===== src/rtl/ap_com_lut_sched.sv =====
// Two-requester round-robin scheduler in front of a programmable 4-input truth-table store.
// Optional build macro AP_COM_LUT_PARITY_EN adds a per-entry even-parity bit checked on lookup.
module ap_com_lut_sched #(
  parameter int unsigned NUM_LUT = 29,
  parameter int unsigned LUT_W   = 16
) (
  input  logic             clk,
  input  logic             rst_n,
  input  logic             cfg_valid_i,
  output logic             cfg_ready_o,
  input  logic [4:0]       cfg_addr_i,
  input  logic [LUT_W-1:0] cfg_data_i,
  output logic             cfg_err_o,
  input  logic             req0_valid_i,
  output logic             req0_ready_o,
  input  logic [4:0]       req0_idx_i,
  input  logic [3:0]       req0_in_i,
  input  logic             req1_valid_i,
  output logic             req1_ready_o,
  input  logic [4:0]       req1_idx_i,
  input  logic [3:0]       req1_in_i,
  output logic             rsp_valid_o,
  input  logic             rsp_ready_i,
  output logic             rsp_y_o,
  output logic             rsp_id_o,
  output logic             rsp_err_o
);

  typedef enum logic [0:0] {ST_IDLE = 1'b0, ST_RESP = 1'b1} state_e;

  state_e             state_q, state_d;
  logic               rr_last_q, rr_last_d;
  logic               rsp_y_q, rsp_y_d;
  logic               rsp_id_q, rsp_id_d;
  logic               rsp_err_q, rsp_err_d;
  logic               cfg_err_q;
  logic [LUT_W-1:0]   lut_q [NUM_LUT];
  logic [NUM_LUT-1:0] prog_q;

  logic               slot_free;
  logic               gnt;
  logic               gnt_id;
  logic               cfg_in_range;
  logic [4:0]         sel_idx;
  logic [3:0]         sel_in;
  logic               look_in_range;
  logic [LUT_W-1:0]   hit_word;
  logic               hit_prog;
  logic               look_y;
  logic               look_err;

`ifdef AP_COM_LUT_PARITY_EN
  logic [NUM_LUT-1:0] par_q;
  logic               hit_par;

  function automatic logic parity_f(input logic [LUT_W-1:0] data);
    return ^data;
  endfunction
`endif

  assign cfg_in_range  = ({27'd0, cfg_addr_i} < NUM_LUT);
  assign slot_free     = (state_q == ST_IDLE) || rsp_ready_i;
  assign gnt           = slot_free && !cfg_valid_i && (req0_valid_i || req1_valid_i);

  // Reset gating keeps every ready low while rst_n is asserted.
  assign cfg_ready_o   = rst_n;
  assign req0_ready_o  = rst_n && gnt && !gnt_id;
  assign req1_ready_o  = rst_n && gnt && gnt_id;
  assign rsp_valid_o   = (state_q == ST_RESP);
  assign rsp_y_o       = rsp_y_q;
  assign rsp_id_o      = rsp_id_q;
  assign rsp_err_o     = rsp_err_q;
  assign cfg_err_o     = cfg_err_q;

  // Port selection: on a tie the port not granted last wins.
  always_comb begin
    gnt_id = 1'b0;
    if (req0_valid_i && req1_valid_i) begin
      gnt_id = ~rr_last_q;
    end else if (req1_valid_i) begin
      gnt_id = 1'b1;
    end else begin
      gnt_id = 1'b0;
    end
  end

  // Table lookup for the selected port; missing or unprogrammed entries yield an error.
  always_comb begin
    sel_idx       = gnt_id ? req1_idx_i : req0_idx_i;
    sel_in        = gnt_id ? req1_in_i : req0_in_i;
    look_in_range = ({27'd0, sel_idx} < NUM_LUT);
    hit_word      = {LUT_W{1'b0}};
    hit_prog      = 1'b0;
`ifdef AP_COM_LUT_PARITY_EN
    hit_par       = 1'b0;
`endif
    if (look_in_range) begin
      hit_word = lut_q[sel_idx];
      hit_prog = prog_q[sel_idx];
`ifdef AP_COM_LUT_PARITY_EN
      hit_par  = par_q[sel_idx];
`endif
    end else begin
      hit_word = {LUT_W{1'b0}};
      hit_prog = 1'b0;
    end
    look_err = !hit_prog;
`ifdef AP_COM_LUT_PARITY_EN
    if (hit_par != parity_f(hit_word)) begin
      look_err = 1'b1;
    end else begin
      look_err = !hit_prog;
    end
`endif
    look_y = look_err ? 1'b0 : hit_word[sel_in];
  end

  // Response FSM next state and captured response fields.
  always_comb begin
    state_d   = state_q;
    rr_last_d = rr_last_q;
    rsp_y_d   = rsp_y_q;
    rsp_id_d  = rsp_id_q;
    rsp_err_d = rsp_err_q;
    case (state_q)
      ST_IDLE: begin
        if (gnt) state_d = ST_RESP;
        else     state_d = ST_IDLE;
      end
      ST_RESP: begin
        if (gnt)              state_d = ST_RESP;
        else if (rsp_ready_i) state_d = ST_IDLE;
        else                  state_d = ST_RESP;
      end
      default: state_d = ST_IDLE;
    endcase
    if (gnt) begin
      rr_last_d = gnt_id;
      rsp_y_d   = look_y;
      rsp_id_d  = gnt_id;
      rsp_err_d = look_err;
    end else begin
      rr_last_d = rr_last_q;
    end
  end

  // FSM, arbitration pointer and response registers.
  always_ff @(posedge clk or negedge rst_n) begin
    if (!rst_n) begin
      state_q   <= ST_IDLE;
      rr_last_q <= 1'b1;
      rsp_y_q   <= 1'b0;
      rsp_id_q  <= 1'b0;
      rsp_err_q <= 1'b0;
      cfg_err_q <= 1'b0;
    end else begin
      state_q   <= state_d;
      rr_last_q <= rr_last_d;
      rsp_y_q   <= rsp_y_d;
      rsp_id_q  <= rsp_id_d;
      rsp_err_q <= rsp_err_d;
      cfg_err_q <= cfg_valid_i && !cfg_in_range;
    end
  end

  // Truth-table store; out-of-range writes are dropped.
  always_ff @(posedge clk or negedge rst_n) begin
    if (!rst_n) begin
      for (int i = 0; i < NUM_LUT; i++) begin
        lut_q[i] <= {LUT_W{1'b0}};
      end
      prog_q <= {NUM_LUT{1'b0}};
`ifdef AP_COM_LUT_PARITY_EN
      par_q  <= {NUM_LUT{1'b0}};
`endif
    end else if (cfg_valid_i && cfg_in_range) begin
      lut_q[cfg_addr_i]  <= cfg_data_i;
      prog_q[cfg_addr_i] <= 1'b1;
`ifdef AP_COM_LUT_PARITY_EN
      par_q[cfg_addr_i]  <= parity_f(cfg_data_i);
`endif
    end
  end

endmodule


===== config.mk =====
export PLATFORM = sky130hd
export DESIGN_NAME = ap_com_lut_sched
export DESIGN_NICKNAME = d
export VERILOG_FILES = /design/src/rtl/ap_com_lut_sched.sv
export SDC_FILE = /design/constraint.sdc
export NUM_CORES = 1
export LEC_CHECK = 0
export ABC_CLOCK_PERIOD_IN_PS = 4700
export BUFFER_PORTS_ARGS = -buffer_cell sky130_fd_sc_hd__buf_2
export CORE_AREA = 5 5 348 282
export DETAILED_ROUTE_END_ITERATION = 7
export DIE_AREA = 0 0 353 287
export PLACE_DENSITY_LB_ADDON = 0.05
export SLEW_MARGIN = 20
export SYNTH_ARGS = -nofsm -noshare
export SYNTH_HDL_FRONTEND = slang
export SYNTH_SLANG_ARGS = --single-unit

===== constraint.sdc =====
create_clock -name clk -period 4.7 [get_ports clk]
set_input_delay 0 -clock clk [delete_from_list [all_inputs] [get_ports clk]]
set_output_delay 0 -clock clk [all_outputs]
set_load 0.05 [all_outputs]

* Word-level counts from Yosys, hierarchy flattened
Index checks and enable logic that the tools add are counted.
** Word-level totals
- Flip-flop bits (word level) :: 499
- Word-level logic and storage cells :: 89
- Bits of input ports :: 45
** Cells by class
- Multiplexer cells :: 23
- $lt $le $gt $ge :: 9
- Reduce and logical (&&, ||, !) cells :: 16
- Bitwise gates (word level) :: 5
** Operators by type and width (count)
- 464-bit bitwise mux :: 1
- 16-bit binary-select mux with 5-bit select :: 1
- 16-bit demux with 5-bit select :: 1
- 16-bit 2-to-1 mux :: 4
- 29-bit bitwise OR :: 1
- 6-bit greater-or-equal comparator, second input constant :: 2
- 5-bit by 6-bit < comparator with 1-bit output, second input constant :: 2
- 5-bit inverter with 6-bit output :: 2
- 1-bit logical AND :: 10
- 5-bit < comparator, second input constant :: 2
- 1-bit 2-to-1 mux :: 10
- 6-bit by 1-bit < comparator with 1-bit output, second input constant :: 1
- 1-bit binary-select mux with 5-bit select :: 1
- 1-bit demux with 5-bit select :: 1
- 5-bit by 1-bit greater-or-equal comparator with 1-bit output, second input constant :: 1
- 4-bit by 5-bit < comparator with 1-bit output, second input constant :: 1
- 5-bit 2-to-1 mux :: 1
- 1-bit binary-select mux with 4-bit select :: 1
- 1-bit logical NOT :: 4
- 4-bit 2-to-1 mux :: 1
- 1-bit logical OR :: 2
- 1-bit inverter :: 2
- 1-bit case mux with 2 select lines :: 1

* Depth between registers and ports, before layout
- Word-level depth :: 11
- Depth in mapped cells :: 14
- Gate-level depth less buffers :: 9

* Worst setup path before layout
Ideal clock, no wire load.
- Kind :: register -> register
- From :: register rr_last_q
- To :: register rsp_y_q (netlist: rsp_y_o)
- Clock period less this slack :: 2767 ps
- Cell stages (with the launch flop) :: 10
- Data arrival time :: 2646 ps
- Setup slack :: 1933 ps
- Setup time :: 122 ps
- Required time :: 4578 ps
- Cells stage by stage :: dfstp_2 -> a21boi_4 -> mux2_4 -> buf_6 -> buf_6 -> mux4_2 -> o211ai_1 -> nor3_1 -> or4_1 -> a32o_1
** Between the ends
- Cells in the longest elaborated chain, start to end :: 11
- Elaborated cells between the ends (all ways) :: 16
- Those cells by class :: 1 x order compare; 13 x mux; 2 x bitwise
** RTL lines
- from (decl) :: RTL line 32 : logic rr_last_q, rr_last_d;
- from (signal assigned) :: RTL line 158 : rr_last_q <= rr_last_d;
- 1-bit inverter (*) :: RTL line 79 : gnt_id = ~rr_last_q;
- 1-bit 2-to-1 mux (*) :: RTL line 78 : if (req0_valid_i && req1_valid_i) begin
- 5-bit 2-to-1 mux :: RTL line 89 : sel_idx = gnt_id ? req1_idx_i : req0_idx_i;
- 5-bit inverter with 6-bit output (not written as such) :: RTL line 98 : hit_word = lut_q[sel_idx];
- 16-bit binary-select mux with 5-bit select :: RTL line 98
- 16-bit 2-to-1 mux (not written as such) (2 in a row) :: RTL line 98
- 16-bit 2-to-1 mux :: RTL line 97 : if (look_in_range) begin
- 1-bit binary-select mux with 4-bit select :: RTL line 115 : look_y = look_err ? 1'b0 : hit_word[sel_in];
- 1-bit 2-to-1 mux (not written as such) :: RTL line 115
- 1-bit 2-to-1 mux (*) :: RTL line 115
- to (signal assigned) :: RTL line 159 : rsp_y_q <= rsp_y_d;
- to (decl) :: RTL line 33 : logic rsp_y_q, rsp_y_d;
Mark *: on every way between the ends. The rest lies on a longest branch, timed or not. The select of a mux whose other input is x is not followed.
A chain may end at the register's enable or synchronous reset.

* Final worst setup path
Ends and elaborated chain as after synthesis.

==> summary.md <==
| Metric | Value |
|---|---|
| Synth cell types | 55 |
| Design Power | around 13000 uW |
| Critical Path Fanout Max | 32 |
| Least-Margin Pin Slew | a little over 1 ns |
| Switching Share | between 20 and 30% |
| Slew Viols, Final | 0 |
| Setup violators final | 0 |
| Post-Layout Cell Count | ~3200 |
| R2r worst-path depth | 12 |
| Synth Area in XOR/XNOR | 0% |
| Site Rows | 101 |
| GRT Resource Usage Total | 18.3% |
| Synth async-reset ratio | between 90% and 100% |
| DR vias/cell | approximately 5.0 |
| # fillers | around 9600 |
| R2R Setup Slk | approximately 0.79 ns |
| Tcrit/Tclk final | between 80% and 90% |
| Remaining antenna violation count | 0 |
| Most common cell after layout, fill and taps aside | dfrtp_1 |
| Syn Area/Cell | roughly 13 um2 |
| Fin crit period | 3.91 ns |
| Static leakage | about 0.012 uW |
| WL final | between 90 and 100 mm |
| Synth Area in Adders | 0% |
| Hold EP | lut_q[271] |
| Metal1 wirelength | slightly below 50 mm |
| Number of placed instances, taps included | slightly above 3000 |
| Clk_skew | ~0.0093 ns |
| Num CTS Buffers | between 50 and 60 |
| Worst R2R Start | rr_last_q |
| Drt drc | 0 |
| Compound-gate portion of the synthesized area | between 4 and 5% |
| Sequential share of the synthesized area | between 50% and 60% |
| Synthesized instance count | 1837 |
| Critical path class | reg2reg |
| Post-Syn Area | 23300 um2 |
| RSZ-0062 raised after global routing | no |
| Commonest non-fill, non-tap cells in the layout | dfrtp_1, mux2_2, nand2_1 |
| Die H | about 290 um |
| Reg power frac | a little over two fifths |
| CP required | around 5.2 ns |
| Top Ports | between 50 and 60 |
| TritonCTS clock tree | built |
| Arrival time worst endpoint | ~4.4 ns |
| Die Footprint | approximately 100000 um2 |
| Post-DP HPWL | a little over 60 mm |
| Vias | 15700 |
| H-tree levels | 2 |
| Met3 wire length | 3.91 mm |
| Element type at the critical path end | register |
| Avg WL per Cell | slightly below 30 um |
| Routability congestion estimate | between 0.8 and 0.9 |
| FF-to-FF End | rsp_y_o |
| Status | finished clean |
| Comb pwr share | between 10% and 20% |
| Worst hold-check path type | in2reg |
| Syn_nets | about 1900 |
| Port Buffers | 52 |
| Synth-to-Final Area Change | 17.5% |
| CTS Buffer Depth | 3 |
| Fin. Hold Viols | 0 |
| Initial Util | between 20% and 30% |
| Initial antenna violation count | 6 |
| TNS Setup | 0 ns |
| Multiplexer area fraction after synthesis | slightly above 30% |
| Initial DRT Pass Iterations | 5 |
| Sw Pwr | about 3700 uW |
| Hold_sp | cfg_addr_i[3] |
| Flops & latches, synth | 499 |
| Clk network pwr share | 36.8% |
| Grt ovf | 0 |
| Vias in the first global route | around 16000 |
| Post-route cell area | 27400 um2 |
| Max_slew headroom | 31.8% |
| Int Pwr | ~9000 uW |
| First-pass GRT wire length | between 100 and 150 mm |
| Post-CTS Setup Bufs | 0 |
| Met2 routed WL | 39.2 mm |
| CTS sink cnt | around 500 |
| Die Span X | between 300 and 400 um |
| Placement Cell Area | about 25000 um2 |
| Startpoint Class | register |
| EDFF count, synth | 0 |
| DR top layer | met4 |
| Share of layout cells above drive strength 1 | roughly two fifths |
| Fin nets | 1933 |
| Root buffer cell | clkbuf_16 |
| Iteration-0 DRC Markers | about 1000 |
| Largest area contributor in the netlist | dfrtp_1 |
| Post-synthesis simple-gate area fraction | between 8 and 9% |
| Hold path depth | 3 |
| Share of the synthesized area in the top cell type | 53.4% |
| Largest family of logic cells by synthesized area | multiplexers |
| Area contributors post-synth | dfrtp_1, mux2_2, mux4_2 |
| Core Region | between 90000 and 100000 um2 |
| Clock transition at path regs | about 0.060 ns |
| Yosys warning total | 0 |
| Clk_lat worst skew | 0.63 ns |
| Largest net degree at the start of global routing | roughly 120 |
| PD cells | 466 nW/um2 |
| Fmax | between 200 and 300 MHz |
| Most frequently used flop master after synthesis | dfrtp_1 |
| Worst vdd ir | between 0.2 and 0.3 mV |
| Max-Cap Viols | 0 |
cells by family after synthesis:
logic type / count (synthesis)
AO/OA/AOI/OAI: 152
buffers and inverters: 156
flip-flops: 499
multiplexers: 594
AND/OR/NAND/NOR: 436
what timing repair did:
item,4_1_cts,5_1_grt
endpoints found under the hold margin,253,0
hold buffers,7,0
gates resized for setup,0,0
worst max-delay path, cell delays in order, from the launching register on:
cell and delay [ns]:
dfstp_2 0.57, a21boi_4 0.07, buf_4 0.21, buf_4 0.23
mux2i_4 0.21, buf_12 0.22, nor2_1 0.75, a41oi_1 0.43
a21oi_1 0.27, nor4_1 0.09, a2111oi_0 0.38, a211oi_1 0.10
a32o_1 0.23
Yosys cell counts, types with 8 or more instances:
cell	count
buf_4	9
mux2_2	473
mux4_2	40
a2111oi_0	11
nor3_1	15
nor2_1	46
o21ai_0	22
o22ai_1	22
nand4_1	20
clkbuf_1	111
a31oi_1	13
buf_2	26
a32oi_1	12
dfrtp_1	498
o211ai_1	8
mux2i_1	73
or2_2	12
nand2b_1	21
nand3_1	69
a21oi_1	34
nand2_1	228
power groups by stage:
stage               sequential (uW)  combinational [uW]  clock, uW
CTS                            5580                2520       4880
detailed placement             5650                2510          0
global placement               5650                2480          0
global route                   5680                2690       5040
finish                         5580                2490       4700
floorplan                      5510                1570          0
flip-flops by register name, summed over array words and instances, names as in the netlist:
| name | count |
|---|---|
| rsp_id_o | 1 |
| lut_q | 464 |
| rsp_err_o | 1 |
| rsp_valid_o | 1 |
| cfg_err_o | 1 |
| rsp_y_o | 1 |
| rr_last_q | 1 |
| prog_q | 29 |
per-layer routing:
metal / track usage, % / vias to the layer above
met5: 0 / -
met4: 3.59 / 0
met3: 2.63 / 99
met2: 27.0 / 372
met1: 28.5 / 8504
li1: - / 6747
metrics by stage:
stage	utilization, %	hold slack, ns	setup WS, ns
detailed placement	26.9	0.0484	0.772
floorplan	-	-0.296	1.93
CTS	29.1	0.00517	0.758
global route	29.1	0.0122	0.780
global placement	26.9	0.0462	0.786
finish	29.1	0.0448	0.791
cell type report:
cell class / instances / area [um2] / share of cell area (%)
Antenna cell: 2 / 5.00 / 0.0183
Tap cell: 1236 / 1550 / 5.64
Multi-Input combinational cell: 1182 / 10300 / 37.4
Timing Repair Buffer: 144 / 1110 / 4.05
Clock buffer: 93 / 1870 / 6.81
Clock inverter: 13 / 118 / 0.429
Sequential cell: 499 / 12500 / 45.6
Inverter: 3 / 11.3 / 0.0411
worst max-delay path by stage:
| stage | from | end |
|---|---|---|
| 6_report | rr_last_q | rsp_y_o |
| 5_1_grt | rr_last_q | rsp_y_o |
| 4_1_cts | rr_last_q | rsp_y_o |
| 3_5_place_dp | rr_last_q | rsp_y_o |
| 3_3_place_gp | rr_last_q | rsp_y_o |
| 2_1_floorplan | rr_last_q | rsp_y_o |
No activity file was read; power rests on OpenSTA's default activity.
